### src/rtl/cosim_list_pkg.sv
// Shared Cap'n Proto constants, FSM state type and the list-pointer validity check
// used by the cosim receive-side unpacker.
package cosim_list_pkg;

  localparam int          CAPNP_WORD_BITS = 64;
  localparam logic [1:0]  CAPNP_PTR_LIST  = 2'b01;
  localparam logic [2:0]  CAPNP_ELEM_BYTE = 3'd2;

  typedef enum logic {IDLE, SEND} unpack_state_t;

  // A usable pointer is a list of single bytes that fits in the payload buffer.
  function automatic logic list_ptr_ok(input logic [63:0] word, input logic [31:0] max_bytes);
    return (word[1:0] == CAPNP_PTR_LIST) &&
           (word[34:32] == CAPNP_ELEM_BYTE) &&
           ({3'b000, word[63:35]} <= max_bytes);
  endfunction

endpackage

### src/rtl/cosim_list_unpacker.sv
// Accepts one Cap'n Proto byte-list message per handshake and streams its payload
// out one byte per handshake; malformed messages are dropped and counted.
module cosim_list_unpacker
  import cosim_list_pkg::*;
#(
  parameter int DATA_WORDS = 1,
  parameter int ERR_CNT_W  = 16
) (
  input  logic                                clk,
  input  logic                                rstn,
  input  logic                                in_valid,
  output logic                                in_ready,
  input  logic [64*(2+DATA_WORDS)-1:0]        in_data,
  output logic                                out_valid,
  input  logic                                out_ready,
  output logic [7:0]                          out_data,
  output logic                                out_last,
  output logic                                busy,
  output logic [ERR_CNT_W-1:0]                err_count
);

  localparam int MSG_BITS  = CAPNP_WORD_BITS * (2 + DATA_WORDS);
  localparam int MAX_BYTES = 8 * DATA_WORDS;
  localparam int IDX_W     = $clog2(MAX_BYTES);
  localparam int CNT_W     = IDX_W + 1;

  unpack_state_t                 state_q, state_d;
  logic [IDX_W-1:0]              idx_q, idx_d;
  logic [CNT_W-1:0]              cnt_q, cnt_d;
  logic [MAX_BYTES-1:0][7:0]     buf_q, buf_d;
  logic [ERR_CNT_W-1:0]          err_q, err_d;
  logic                          in_ready_q, in_ready_d;
  logic                          out_valid_q, out_valid_d;
  logic [7:0]                    out_data_q, out_data_d;
  logic                          out_last_q, out_last_d;

  logic                          ptr_ok;
  logic [CNT_W-1:0]              cnt_in;
  logic [IDX_W-1:0]              idx_inc;

  assign ptr_ok  = list_ptr_ok(in_data[127:64], 32'(MAX_BYTES));
  // Only meaningful once ptr_ok has bounded the count to MAX_BYTES.
  assign cnt_in  = CNT_W'(in_data[127:99]);
  assign idx_inc = idx_q + IDX_W'(1);

  always_comb begin
    state_d     = state_q;
    idx_d       = idx_q;
    cnt_d       = cnt_q;
    buf_d       = buf_q;
    err_d       = err_q;
    in_ready_d  = in_ready_q;
    out_valid_d = out_valid_q;
    out_data_d  = out_data_q;
    out_last_d  = out_last_q;
    unique case (state_q)
      IDLE: begin
        in_ready_d = 1'b1;
        if (in_valid && in_ready_q) begin
          if (!ptr_ok) begin
            if (err_q != '1) err_d = err_q + ERR_CNT_W'(1);
          end else if (cnt_in != '0) begin
            state_d     = SEND;
            buf_d       = in_data[MSG_BITS-1:128];
            cnt_d       = cnt_in;
            idx_d       = '0;
            in_ready_d  = 1'b0;
            out_valid_d = 1'b1;
            out_data_d  = in_data[135:128];
            out_last_d  = (cnt_in == CNT_W'(1));
          end
        end
      end
      SEND: begin
        in_ready_d = 1'b0;
        if (out_ready) begin
          if (out_last_q) begin
            state_d     = IDLE;
            idx_d       = '0;
            in_ready_d  = 1'b1;
            out_valid_d = 1'b0;
            out_last_d  = 1'b0;
          end else begin
            idx_d      = idx_inc;
            out_data_d = buf_q[idx_inc];
            out_last_d = (CNT_W'(idx_inc) == cnt_q - CNT_W'(1));
          end
        end
      end
    endcase
  end

  always_ff @(posedge clk or negedge rstn) begin
    if (!rstn) begin
      state_q     <= IDLE;
      idx_q       <= '0;
      cnt_q       <= '0;
      buf_q       <= '0;
      err_q       <= '0;
      in_ready_q  <= 1'b0;
      out_valid_q <= 1'b0;
      out_data_q  <= '0;
      out_last_q  <= 1'b0;
    end else begin
      state_q     <= state_d;
      idx_q       <= idx_d;
      cnt_q       <= cnt_d;
      buf_q       <= buf_d;
      err_q       <= err_d;
      in_ready_q  <= in_ready_d;
      out_valid_q <= out_valid_d;
      out_data_q  <= out_data_d;
      out_last_q  <= out_last_d;
    end
  end

  assign in_ready  = in_ready_q;
  assign out_valid = out_valid_q;
  assign out_data  = out_data_q;
  assign out_last  = out_last_q;
  assign busy      = (state_q == SEND);
  assign err_count = err_q;

endmodule

### config.mk
export PLATFORM = sky130hd
export DESIGN_NAME = cosim_list_unpacker
export DESIGN_NICKNAME = d
export VERILOG_FILES = /design/src/rtl/cosim_list_pkg.sv /design/src/rtl/cosim_list_unpacker.sv
export SDC_FILE = /design/constraint.sdc
export NUM_CORES = 1
export LEC_CHECK = 0
export CORE_UTILIZATION = 46
export CTS_CLUSTER_SIZE = 10
export DETAILED_ROUTE_END_ITERATION = 8
export GPL_TIMING_DRIVEN = 0
export HOLD_SLACK_MARGIN = 0.08
export PLACE_DENSITY = 0.85
export SYNTH_ARGS = -nofsm -noshare
export SYNTH_HDL_FRONTEND = slang
export SYNTH_SLANG_ARGS = --single-unit
### constraint.sdc
create_clock -name clk -period 4.66 [get_ports clk]
set_input_delay 0.466 -clock clk [delete_from_list [all_inputs] [get_ports clk]]
set_output_delay 0.466 -clock clk [all_outputs]
set_load 0.1 [all_outputs]
# Word level (Yosys, flattened, before mapping)
# Cells that the tools add are included.
totals:
  out_inout_bits: 28
  ff_bits: 99
  word_cells: 81
op_classes:
  n_addsub: 3
  n_eq_ne: 11
  n_mux: 38
  bitwise_logic: 2
  reduce_logical: 9
  magnitude_cmp: 2
op_table:
  columns: ["op", "n"]
  rows:
  - ["8-bit 2-to-1 mux", 6]
  - ["29-bit by 4-bit less-or-equal comparator with 1-bit output (second input constant)", 1]
  - ["8-bit binary-select mux with 3-bit select", 1]
  - ["1-bit 2-to-1 mux", 20]
  - ["16-bit by 1-bit adder with 16-bit output (second input constant)", 1]
  - ["16-bit inequality test (second input constant)", 1]
  - ["8-bit case mux with 2 select lines", 1]
  - ["3-bit 2-to-1 mux", 5]
  - ["4-bit AND reduction", 3]
  - ["2-bit inequality test (second input constant)", 5]
  - ["5-bit AND reduction", 2]
  - ["1-bit case mux with 2 select lines", 4]
  - ["3-bit case mux with 2 select lines", 1]
  - ["3-bit by 4-bit == test with 1-bit output", 1]
  - ["4-bit by 1-bit == test with 1-bit output (second input constant)", 1]
  - ["3-bit by 4-bit less-than comparator with 1-bit output (second input constant)", 1]
  - ["4-bit nonzero test", 1]
  - ["4-bit by 1-bit subtractor with 4-bit output (second input constant)", 1]
  - ["3-bit by 1-bit adder with 3-bit output (second input constant)", 1]
  - ["3-bit by 2-bit == test with 1-bit output (second input constant)", 1]
  - ["1-bit logical AND", 3]
  - ["2-bit by 1-bit == test with 1-bit output (second input constant)", 1]
  - ["2-bit by 1-bit inequality test with 1-bit output (second input constant)", 1]
  - ["1-bit NOT", 2]

# Longest topological paths before layout
logic_depth:
  word_depth: 6
  mapped_depth: 7

# Worst setup path before layout
# OpenSTA, ideal clock, no wires.
synth_path:
  path_type: "register to register"
  startpoint: "register in_ready_q (netlist: in_ready)"
  endpoint: "register buf_q[33] in the netlist's numbering"
  arrival_ns: 2.219
  setup_ns: 0.127
  synth_period_minus_slack_ns: 2.346
  path_stages_with_launch: 7
  path_slack_ns: 2.314
  cell_sequence: "dfrtp_1 -> nand2_1 -> nor2_1 -> and4bb_4 -> buf_12 -> buf_6 -> mux2_1"
synth_via:
  elab_chain_cells: 2
synth_rtl:
  columns: ["item", "line", "rtl"]
  rows:
  - ["start, declared", "cosim_list_unpacker.sv:32", "logic in_ready_q, in_ready_d;"]
  - ["start signal, assigned", "cosim_list_unpacker.sv:110", "in_ready_q <= in_ready_d;"]
  - ["1-bit logical AND", "cosim_list_unpacker.sv:59", "if (in_valid && in_ready_q) begin"]
  - ["4-bit AND reduction (no line)", null, null]
  - ["end signal, assigned", "cosim_list_unpacker.sv:108", "buf_q <= buf_d;"]
  - ["end, declared", "cosim_list_unpacker.sv:30", "logic [MAX_BYTES-1:0][7:0] buf_q, buf_d;"]
# No other way between the ends.
# A chain may end at the register's enable or synchronous reset.

# Final worst setup path
layout_path:
  startpoint: "register idx_q[0]"
  endpoint: "register out_data_q[3] (netlist: out_data[3])"
layout_via:
  elab_chain_cells: 6
layout_rtl:
  columns: ["item", "line", "rtl"]
  rows:
  - ["start, declared", "cosim_list_unpacker.sv:28", "logic [IDX_W-1:0] idx_q, idx_d;"]
  - ["start signal, assigned", "cosim_list_unpacker.sv:106", "idx_q <= idx_d;"]
  - ["3-bit by 1-bit adder with 3-bit output", "cosim_list_unpacker.sv:44", "assign idx_inc = idx_q + IDX_W'(1);"]
  - ["8-bit binary-select mux with 3-bit select", "cosim_list_unpacker.sv:85", "out_data_d = buf_q[idx_inc];"]
  - ["8-bit 2-to-1 mux (implied by the code)", "cosim_list_unpacker.sv:85", null]
  - ["8-bit 2-to-1 mux", "cosim_list_unpacker.sv:77", "if (out_last_q) begin"]
  - ["8-bit 2-to-1 mux", "cosim_list_unpacker.sv:76", "if (out_ready) begin"]
  - ["8-bit case mux with 2 select lines", "cosim_list_unpacker.sv:56", "unique case (state_q)"]
  - ["end signal, assigned", "cosim_list_unpacker.sv:112", "out_data_q <= out_data_d;"]
  - ["end, declared", "cosim_list_unpacker.sv:34", "logic [7:0] out_data_q, out_data_d;"]
# No other way between the ends. The select of a mux whose other input is x is not followed.

==> metrics <==
top cells by area, synth sky130_fd_sc_hd__dfrtp_1 (48%), sky130_fd_sc_hd__mux2_4 (15%), sky130_fd_sc_hd__mux2i_1 (4.7%); max_cap viols 0; standby leakage power 3.08 nW; Critical Setup Path Class reg2reg; Cell Pwr Density 281 nW/um^2; global route total overflow 0; Worst EP arrival 2.96 ns; count of cells along the worst register-to-register path 7; count of final max-slew check failures 0; post-route fraction of the period consumed by the critical path 58.3%; average size of a mapped cell 12.8 um^2; Clock H-tree levels 3; worst skew pair latency 0.37 ns; share of the synthesized area in the top cell type 48.4%; top library cells by usage in the layout, fill and taps aside sky130_fd_sc_hd__clkdlybuf4s50_1 (128), sky130_fd_sc_hd__dfrtp_1 (99), sky130_fd_sc_hd__mux2_4 (50); share of synthesized area occupied by flip-flops and latches 48.4%; Critical path origin idx_q[0]$_DFFE_PN0P_; Stages on worst setup path 7; number of I/O pins 224; count of mapped cells out of synthesis 400; GP Congestion 0.834; Critical Path Sink out_data[3]$_DFFE_PN0P_; tightest hold margin 0.496 ns; Post-CTS Setup Inserts 0; via total after detailed routing 3,790; first-pass GRT wire length 20.0 mm; required time at the worst-slack endpoint 4.90 ns; proportion of layout cells with a drive suffix above 1 19.2%; synth unique cells 43; number of buffer cells added on primary ports 129; final core occ 62.7%; worst hold path type reg2reg; Core Rows 38; delay of the slowest critical-path stage 0.51 ns; number of enable-type register cells in the synthesized netlist 0; top flip-flop cell by instance count after synthesis sky130_fd_sc_hd__dfrtp_1; detailed placement HPWL 9.40 mm; Die H 107 um; largest net degree at the start of global routing 68; FF-to-FF End out_data[3]$_DFFE_PN0P_; DIE WIDTH 107 um; async set or reset register ratio after synthesis 100%; transition at the pin with the smallest max-transition slack 1.01 ns; Crit Path Max Fanout 10; starting density of the core 47.2%; Std-Cell Core Area 10,800 um^2; Iter 0 DRT Violations 205; count of fill cells added during filler insertion 849; Clock Tree Buf Depth 2; max frequency 368 MHz; Worst VDD drop 0.000483 V; nature of the critical path startpoint flip-flop; number of hold-slack violations in the final timing report 0; Mapped Area 5110 um^2; cell with the biggest individual delay on the critical path sky130_fd_sc_hd__dfrtp_1; Final ANT Viol Nets 0; worst-path cell chain ha_1 -> clkbuf_1 -> buf_2 -> mux2i_1 -> a21oi_1 -> a31oi_1 -> mux2i_1; Worst Clk Skew 0.0118 ns; most frequent standard cell in the layout excluding fill and tap cells sky130_fd_sc_hd__clkdlybuf4s50_1; buffering stage count on the worst path with inverters included 2; first-pass iteration count of the detailed router 5; Yosys warning count 0; cell family with the largest share of critical-path delay buffers and inverters; area overhead of the layout relative to synthesis 32.9%; clock buffer count from CTS 9; relative max-transition margin 32.3%; detailed-route vias per instance 5.52; outcome finished clean; root buffer cell sky130_fd_sc_hd__clkbuf_8; dominant cell type by area after synthesis sky130_fd_sc_hd__dfrtp_1; count of instances resized after the clock tree is built 0; #FFs+latches synth 99; most frequent cell on the critical path sky130_fd_sc_hd__mux2i_1; CTS tree yes; post-synthesis net count 599; Total Routing Usage GR 22.9%; setup repair after global routing missed its margin false; Final Net Count 741; minimum period implied by the final worst setup slack 2.71 ns; Die ar. 11,500 um^2; antenna violations before repair 0; wire length after detailed routing 12.5 mm; endpoint type of the worst setup path flip-flop; via count of the first global-routing pass 3,894; TritonCTS Sinks 99; startpoint of the worst-slack reg-to-reg timing path idx_q[0]$_DFFE_PN0P_; Final setup viols 0; wire length per cell 18.2 um; register-to-register setup slack 1.95 ns; clock input transition at the sequential cells of the worst setup and hold paths 0.09 ns; DRC errors left 0; final antenna diode count 0
[cells by family (layout without fill, tap and decap cells)]
kind of cell	count (synthesis)	count (layout)	share of synthesized area, %
and+or+nand+nor	101	101	12.1
DFF	99	99	48.4
muxes	91	91	23.1
AOI/OAI and AO/OA	53	53	7.31
buffers and inverters	31	178	4.53
xor gates and xnor gates	22	22	3.77
adders and majority gates	3	3	0.734
[what timing repair did]
action	CTS	global route
setup endpoints to repair	0	0
hold buffers	1	0
hold endpoints to repair	32	0
[worst reg2reg max path, stage by stage, from the launching register on]
cell	delay, ns
sky130_fd_sc_hd__dfrtp_1	0.51
sky130_fd_sc_hd__ha_1	0.43
sky130_fd_sc_hd__clkbuf_1	0.37
sky130_fd_sc_hd__buf_2	0.39
sky130_fd_sc_hd__mux2i_1	0.31
sky130_fd_sc_hd__a21oi_1	0.16
sky130_fd_sc_hd__a31oi_1	0.31
sky130_fd_sc_hd__mux2i_1	0.12
[where the power goes]
group          internal, W  leakage (nW)  switching, W
combinational     0.000160          1.68      0.000296
clock             0.000211        0.0895      0.000311
sequential        0.000887          1.30     0.0000455
[cell usage after synthesis, types with 7 or more instances]
cell type and instances:
sky130_fd_sc_hd__nand2_1 16, sky130_fd_sc_hd__nor2_1 13, sky130_fd_sc_hd__dfrtp_1 99, sky130_fd_sc_hd__mux2i_1 24, sky130_fd_sc_hd__nor2b_1 26, sky130_fd_sc_hd__a2111oi_0 16
sky130_fd_sc_hd__nor3_1 7, sky130_fd_sc_hd__mux2_4 50, sky130_fd_sc_hd__nand3_1 10, sky130_fd_sc_hd__a21oi_1 16, sky130_fd_sc_hd__mux2_2 14, sky130_fd_sc_hd__inv_1 14
sky130_fd_sc_hd__a31oi_1 8, sky130_fd_sc_hd__xor2_1 18
[state kept, by name, summed over array words and instances, names as in the netlist]
signal and cells:
busy 1, out_last 1, out_valid 1, out_data 8
cnt_q 4, err_count 16, buf_q 64, idx_q 3
in_ready 1
[metrics by stage]
stage          instance area [um^2]  setup WS, ns  std cells  total power (W)  TNS (ns)
2_1_floorplan                  5110          2.31        400          0.00121         0
3_3_place_gp                   6580        -0.398        669          0.00139    -38.91
3_5_place_dp                   6610          2.00        670          0.00141         0
4_1_cts                        6800          2.03        687          0.00192         0
5_1_grt                        6800          1.89        687          0.00198         0
6_report                       6800          1.95        687          0.00191         0
[layout make-up]
cell class	count	area, um^2	area share [%]
clock buffer	11	141	2.08
sequential	99	2480	36.5
multi-input combinational	270	2410	35.4
tap	140	175	2.58
timing repair buffer	131	1330	19.5
buffer	17	179	2.63
clock inverter	5	38.8	0.571
inverter	14	52.6	0.773
[metal layers]
metal | track usage, % | wire [um] | share of wire (%)
met1 | 29.2 | 5360 | 43
met2 | 38.8 | 6220 | 50
met3 | 4.96 | 705 | 5.6
met4 | 6.95 | 208 | 1.7
met5 | 0 | 0 | 0
[how the worst min path moves through the flow]
stage	slack [ns]	startpoint	endpoint	cells after the start
after floorplan	0.17	rstn	buf_q[0]$_DFFE_PN0P_	0
after global placement	0.47	buf_q[34]$_DFFE_PN0P_	buf_q[34]$_DFFE_PN0P_	1
after detailed placement	0.45	rstn	out_data[0]$_DFFE_PN0P_	1
after CTS	0.50	buf_q[34]$_DFFE_PN0P_	buf_q[34]$_DFFE_PN0P_	1
after global routing	0.51	err_count[13]$_DFFE_PN0P_	err_count[13]$_DFFE_PN0P_	1
final	0.50	buf_q[34]$_DFFE_PN0P_	buf_q[34]$_DFFE_PN0P_	1
Power figures use the tool's default switching activity.
